==> src/rtl/load_store_unit.sv <==
// Load/store unit: byte/half/word CPU accesses onto a single-ported word memory.
// Latency (accept edge -> resp_valid): error 1, word store 2, load 3, sub-word store 4.
// Backpressure: req_ready only in IDLE; one access in flight, req_valid ignored otherwise.
//
// Ports: clk/rst (sync, active-high); req_* CPU request (valid/ready handshake);
// resp_* one-cycle completion pulse with extended load data or error flag;
// mem_* word-indexed memory strobes, read data returned the cycle after mem_read.
// Optional feature: define LSU_MISALIGN_TRAP_EN to reject misaligned half/word accesses
// instead of silently aligning them down.
module load_store_unit #(
    parameter int ADDR_BITS = 10
) (
    input  logic        clk,
    input  logic        rst,
    input  logic        req_valid,
    output logic        req_ready,
    input  logic        req_write,
    input  logic [1:0]  req_size,
    input  logic        req_unsigned,
    input  logic [31:0] req_addr,
    input  logic [31:0] req_wdata,
    output logic        resp_valid,
    output logic [31:0] resp_rdata,
    output logic        resp_error,
    output logic [31:0] mem_address,
    output logic [31:0] mem_write_data,
    output logic        mem_read,
    output logic        mem_write,
    input  logic [31:0] mem_read_data
);

    typedef enum logic [2:0] {IDLE, RD, CAP, WR, RESP} state_t;

    state_t      state;
    logic        lat_write;
    logic        lat_unsigned;
    logic [1:0]  lat_size;
    logic [1:0]  lat_lane;
    logic [15:0] lat_wdata;

    logic        req_err;
    logic [1:0]  eff_lane;
    logic [31:0] word_idx;
    logic [31:0] merged;
    logic [31:0] ld_data;
    logic [7:0]  ld_byte;
    logic [15:0] ld_half;

    // Ready is a decode of state gated by rst so it drops while rst is held
    // and rises in the very first cycle rst is low.
    always_comb begin
        req_ready = (state == IDLE) && !rst;
    end

    // Request decode: range/size checks, lane selection and word index.
    always_comb begin
        req_err  = ((req_addr >> ADDR_BITS) != 32'd0) || (req_size == 2'b11);
`ifdef LSU_MISALIGN_TRAP_EN
        if ((req_size == 2'b01 && req_addr[0]) ||
            (req_size == 2'b10 && req_addr[1:0] != 2'b00))
            req_err = 1'b1;
`endif
        // Misaligned low bits are dropped; with the trap enabled such
        // accesses never reach memory, so this only matters when it is off.
        eff_lane = req_addr[1:0];
        if (req_size == 2'b01) eff_lane[0] = 1'b0;
        if (req_size == 2'b10) eff_lane    = 2'b00;

        word_idx = '0;
        word_idx[ADDR_BITS-3:0] = req_addr[ADDR_BITS-1:2];
    end

    // Store merge into the captured word and load lane extraction/extension.
    always_comb begin
        merged = mem_read_data;
        if (lat_size == 2'b00)
            merged[{lat_lane, 3'b000} +: 8] = lat_wdata[7:0];
        else
            merged[{lat_lane[1], 4'b0000} +: 16] = lat_wdata;

        ld_byte = mem_read_data[{lat_lane, 3'b000} +: 8];
        ld_half = mem_read_data[{lat_lane[1], 4'b0000} +: 16];
        case (lat_size)
            2'b00:   ld_data = lat_unsigned ? {24'd0, ld_byte} : {{24{ld_byte[7]}}, ld_byte};
            2'b01:   ld_data = lat_unsigned ? {16'd0, ld_half} : {{16{ld_half[15]}}, ld_half};
            default: ld_data = mem_read_data;
        endcase
    end

    always_ff @(posedge clk) begin
        if (rst) begin
            state          <= IDLE;
            lat_write      <= 1'b0;
            lat_unsigned   <= 1'b0;
            lat_size       <= 2'b00;
            lat_lane       <= 2'b00;
            lat_wdata      <= 16'd0;
            resp_valid     <= 1'b0;
            resp_rdata     <= 32'd0;
            resp_error     <= 1'b0;
            mem_address    <= 32'd0;
            mem_write_data <= 32'd0;
            mem_read       <= 1'b0;
            mem_write      <= 1'b0;
        end else begin
            case (state)
                IDLE: begin
                    // rst is low here, so req_ready is high: valid alone transfers.
                    if (req_valid) begin
                        lat_write    <= req_write;
                        lat_unsigned <= req_unsigned;
                        lat_size     <= req_size;
                        lat_lane     <= eff_lane;
                        lat_wdata    <= req_wdata[15:0];
                        if (req_err) begin
                            resp_valid <= 1'b1;
                            resp_error <= 1'b1;
                            state      <= RESP;
                        end else if (req_write && req_size == 2'b10) begin
                            mem_address    <= word_idx;
                            mem_write_data <= req_wdata;
                            mem_write      <= 1'b1;
                            state          <= WR;
                        end else begin
                            // Loads and sub-word stores both start with a word read.
                            mem_address <= word_idx;
                            mem_read    <= 1'b1;
                            state       <= RD;
                        end
                    end
                end
                RD: begin
                    mem_read <= 1'b0;
                    state    <= CAP;
                end
                CAP: begin
                    if (!lat_write) begin
                        resp_valid <= 1'b1;
                        resp_rdata <= ld_data;
                        state      <= RESP;
                    end else begin
                        mem_write_data <= merged;
                        mem_write      <= 1'b1;
                        state          <= WR;
                    end
                end
                WR: begin
                    mem_write  <= 1'b0;
                    resp_valid <= 1'b1;
                    state      <= RESP;
                end
                RESP: begin
                    resp_valid <= 1'b0;
                    resp_rdata <= 32'd0;
                    resp_error <= 1'b0;
                    state      <= IDLE;
                end
                default: state <= IDLE;
            endcase
        end
    end

endmodule

==> config.mk <==
export PLATFORM = sky130hd
export DESIGN_NAME = load_store_unit
export DESIGN_NICKNAME = d
export VERILOG_FILES = /design/src/rtl/load_store_unit.sv
export SDC_FILE = /design/constraint.sdc
export NUM_CORES = 1
export LEC_CHECK = 0
export BUFFER_PORTS_ARGS = -buffer_cell sky130_fd_sc_hd__buf_2
export CAP_MARGIN = 20
export CORE_UTILIZATION = 46
export DETAILED_ROUTE_END_ITERATION = 10
export PLACE_DENSITY = 0.85
export SYNTH_ARGS = -nofsm -noshare
export SYNTH_HDL_FRONTEND = slang
export SYNTH_SLANG_ARGS = --single-unit
==> constraint.sdc <==
create_clock -name clk -period 2.35 [get_ports clk]
set_input_delay 0 -clock clk [delete_from_list [all_inputs] [get_ports clk]]
set_output_delay 0 -clock clk [all_outputs]
set_load 0.005 [all_outputs]
==> flow_summary.ini <==
[sta]
hold_violations = 0
fin_crit_sh_pct = 92.2
finalSetupTns_ps = 0
whs_ps = 18.2
rsz0062_at_grt = no
period_needed_ps = 2170
max_freq_ghz = 0.462
final_max_slew_viol_count = 0
max_slew_margin_pct = 25.4
worst_pin_slew_ps = 1120
skew_ps = 5.40
setup_viol = 0

[die]
die_h_um = 116
io-pin-count = 204
start_util_pct = 47.0
rows = 41
die_x_um = 116
coreArea_mm2 = 0.0126
dieArea_mm2 = 0.0134

[finish]
postLayoutCoreUtil_pct = 59.7
drive_gt1_share_pct = 27.6
fillerInstances = 1132
area_growth_pct = 26.9
nNetsFinal = 995

[clock_tree]
cts_tree = yes
clockBufferDepth = 2
htree_levels = 3
cts_setup_buffers = 0
clock_tree.root_cell = clkbuf_16
clk_pin_slew_ps = 70
cts_buffers = 9
insertion_delay_ps = 360
clock-sinks = 101

[logic_synthesis]
yosysWarnings = 0
syn_avg_cell_area_um2 = 8.45
netlist_area_mm2 = 0.00593
synthCells = 702
yosysSeqAreaShare_pct = 34.1
ys_types = 48
synth-seq-cells = 101
ys.flop_type = dfxtp_1
synthArstFlopShare_pct = 0
synth_edf_count = 0

[global_route]
antenna_found_initial = 1
track_usage_pct = 29.7
overflow = 0
grt_first_pass_wirelength_um = 30400
grt_pass1_vias = 5922
grt_max_degree = 73

[routing]
wire_per_inst_um = 18.5
viasPerCell = 6.03
vias = 6412
routed_wl_um = 19700
drtPass1Iterations = 6
antenna_left = 0
first_iter_violations = 839
drc_errors = 0

[critical_path]
critPathLaunchType = register
setup.worst_path.start = lat_lane[1]
cp-end-kind = register
path_max_fanout = 43
reg2reg_from = lat_lane[1]
worstPathArrival_ps = 2420
required_ps = 2610
critPathKind = reg2reg

[power]
vdd_drop_max_mv = 0.384
power.density_mw_per_mm2 = 514
finalPower_mw = 3.87
p_leak_nw = 3.20

[place]
gp_congestion = 0.900
hpwlAfterDp_um = 13300
placement.io_buffers = 179

[min_path]
hold_start = mem_read_data[26]
holdCritPathClass = in2reg

[run]
maxCapViolations = 0

[outcome]
outcome = finished clean
## repair_timing
item / CTS / global route
gates resized for setup: 0 / 1
hold buffers: 39 / 0
hold endpoints to repair: 39 / 0
endpoints found under the setup margin: 0 / 22
## metrics by stage
step / setup slack, ps / instance area [µm²] / std cells
final: 184 / 7530 / 1063
after global routing: 52.2 / 7530 / 1063
after CTS: 89.5 / 7520 / 1062
after detailed placement: 103 / 6870 / 1009
after global placement: 178 / 6870 / 1009
after floorplan: 62.5 / 6020 / 725
## cell usage in the layout (no fill, tap or decap), types with 2 or more instances in the layout
cell / netlist / routed
buf_2: 5 / 179
dfxtp_1: 101 / 100
a21oi_1: 69 / 69
nand2_1: 61 / 61
nor2_1: 49 / 49
mux2i_1: 44 / 44
a221oi_1: 41 / 41
dlygate4sd3_1: 0 / 39
inv_1: 37 / 37
a211oi_1: 35 / 35
nor2b_1: 26 / 26
conb_1: 1 / 24
buf_4: 24 / 23
o2bb2ai_1: 16 / 16
a2111oi_0: 16 / 16
nand4b_1: 16 / 16
o41ai_2: 14 / 14
clkbuf_16: 0 / 9
nand2b_1: 8 / 8
a31oi_1: 8 / 8
a21o_1: 8 / 8
nor4_1: 7 / 7
mux2_2: 7 / 7
o221ai_1: 7 / 7
nor3_1: 6 / 5
ha_1: 5 / 5
o21a_1: 3 / 3
nand4_1: 2 / 2
or2_1: 2 / 2
or3_1: 2 / 2
nor4bb_1: 2 / 2
o41ai_1: 2 / 2
clkbuf_8: 0 / 2
clkinv_2: 0 / 2
## critical path, stage by stage, from the launching register on
cell and delay, ps:
dfxtp_2 350, buf_6 390, ha_1 460, nand2_1 100, nor3_1 140, buf_4 200
a2111oi_0 140, o41ai_2 280
## registers in the layout (all words and copies together), names as in the netlist, 2 cells and up
name and count:
mem_write_data 32, resp_rdata 32, state 3, lat_wdata 16, lat_size 2, mem_address 8
lat_lane 2
## cell families after synthesis
| group | Yosys count | synth area share (%) |
|---|---|---|
| flip-flops | 101 | 34.1 |
| AND/OR/NAND/NOR | 190 | 16.4 |
| other | 1 | 0.0632 |
| AO/OA/AOI/OAI | 224 | 29.2 |
| buffers and inverters | 129 | 10.3 |
| multiplexers | 52 | 8.94 |
| adder cells (fa/ha/maj) | 5 | 1.05 |
## cell type report
type / instances / area, µm² / share of cell area, %
Clock buffer: 12 / 256 / 3.41
Antenna cell: 1 / 2.50 / 0.0332
Clock inverter: 2 / 10.0 / 0.133
Timing Repair Buffer: 243 / 1490 / 19.8
Tap cell: 172 / 215 / 2.86
Multi-Input combinational cell: 495 / 3390 / 45.1
Inverter: 37 / 139 / 1.84
Sequential cell: 101 / 2020 / 26.9
## routing by layer
layer | part of all wire (%) | GRT usage [%] | vias to the layer above
met1 | 40 | 38.9 | 2949
met5 | 0 | 0 | -
met3 | 10 | 6.12 | 111
met4 | 5.9 | 20.4 | 0
li1 | - | - | 2923
met2 | 44 | 43.7 | 429
## Yosys cell counts, types with 3 or more instances
| library cell | number | area share, % |
|---|---|---|
| dfxtp_1 | 101 | 34 |
| a211oi_1 | 35 | 4.4 |
| nand2_1 | 61 | 3.9 |
| mux2i_1 | 44 | 7.4 |
| mux2_2 | 7 | 1.3 |
| o2bb2ai_1 | 16 | 2.4 |
| nand4b_1 | 16 | 2.4 |
| a21oi_1 | 69 | 5.8 |
| buf_1 | 11 | 0.70 |
| a221oi_1 | 41 | 6.1 |
| buf_6 | 4 | 0.76 |
| clkbuf_1 | 48 | 3.0 |
| buf_2 | 5 | 0.42 |
| buf_4 | 24 | 3.0 |
| o21a_1 | 3 | 0.38 |
| a21o_1 | 8 | 1.0 |
| inv_1 | 37 | 2.3 |
| nor4_1 | 7 | 0.74 |
| a31oi_1 | 8 | 0.84 |
| nor3_1 | 6 | 0.51 |
| nor2b_1 | 26 | 2.7 |
| a2111oi_0 | 16 | 2.4 |
| o41ai_2 | 14 | 3.8 |
| nor2_1 | 49 | 3.1 |
| nand2b_1 | 8 | 0.84 |
| o221ai_1 | 7 | 1.0 |
| ha_1 | 5 | 1.1 |
## report_power, final
part	switching (mW)	internal, mW
registers	0.0356	1.74
logic	0.406	0.286
clock network	0.639	0.761
## final timing paths
path | end | slack, ps | depth (start not counted)
hold reg to reg | mem_write_data[28] | 450 | 2
setup reg to reg | mem_write_data[17] | 180 | 7
hold / removal | resp_rdata[26] | 20 | 3
setup / recovery | mem_write_data[17] | 180 | 7
Note: power is estimated with default switching activity, not from simulation.
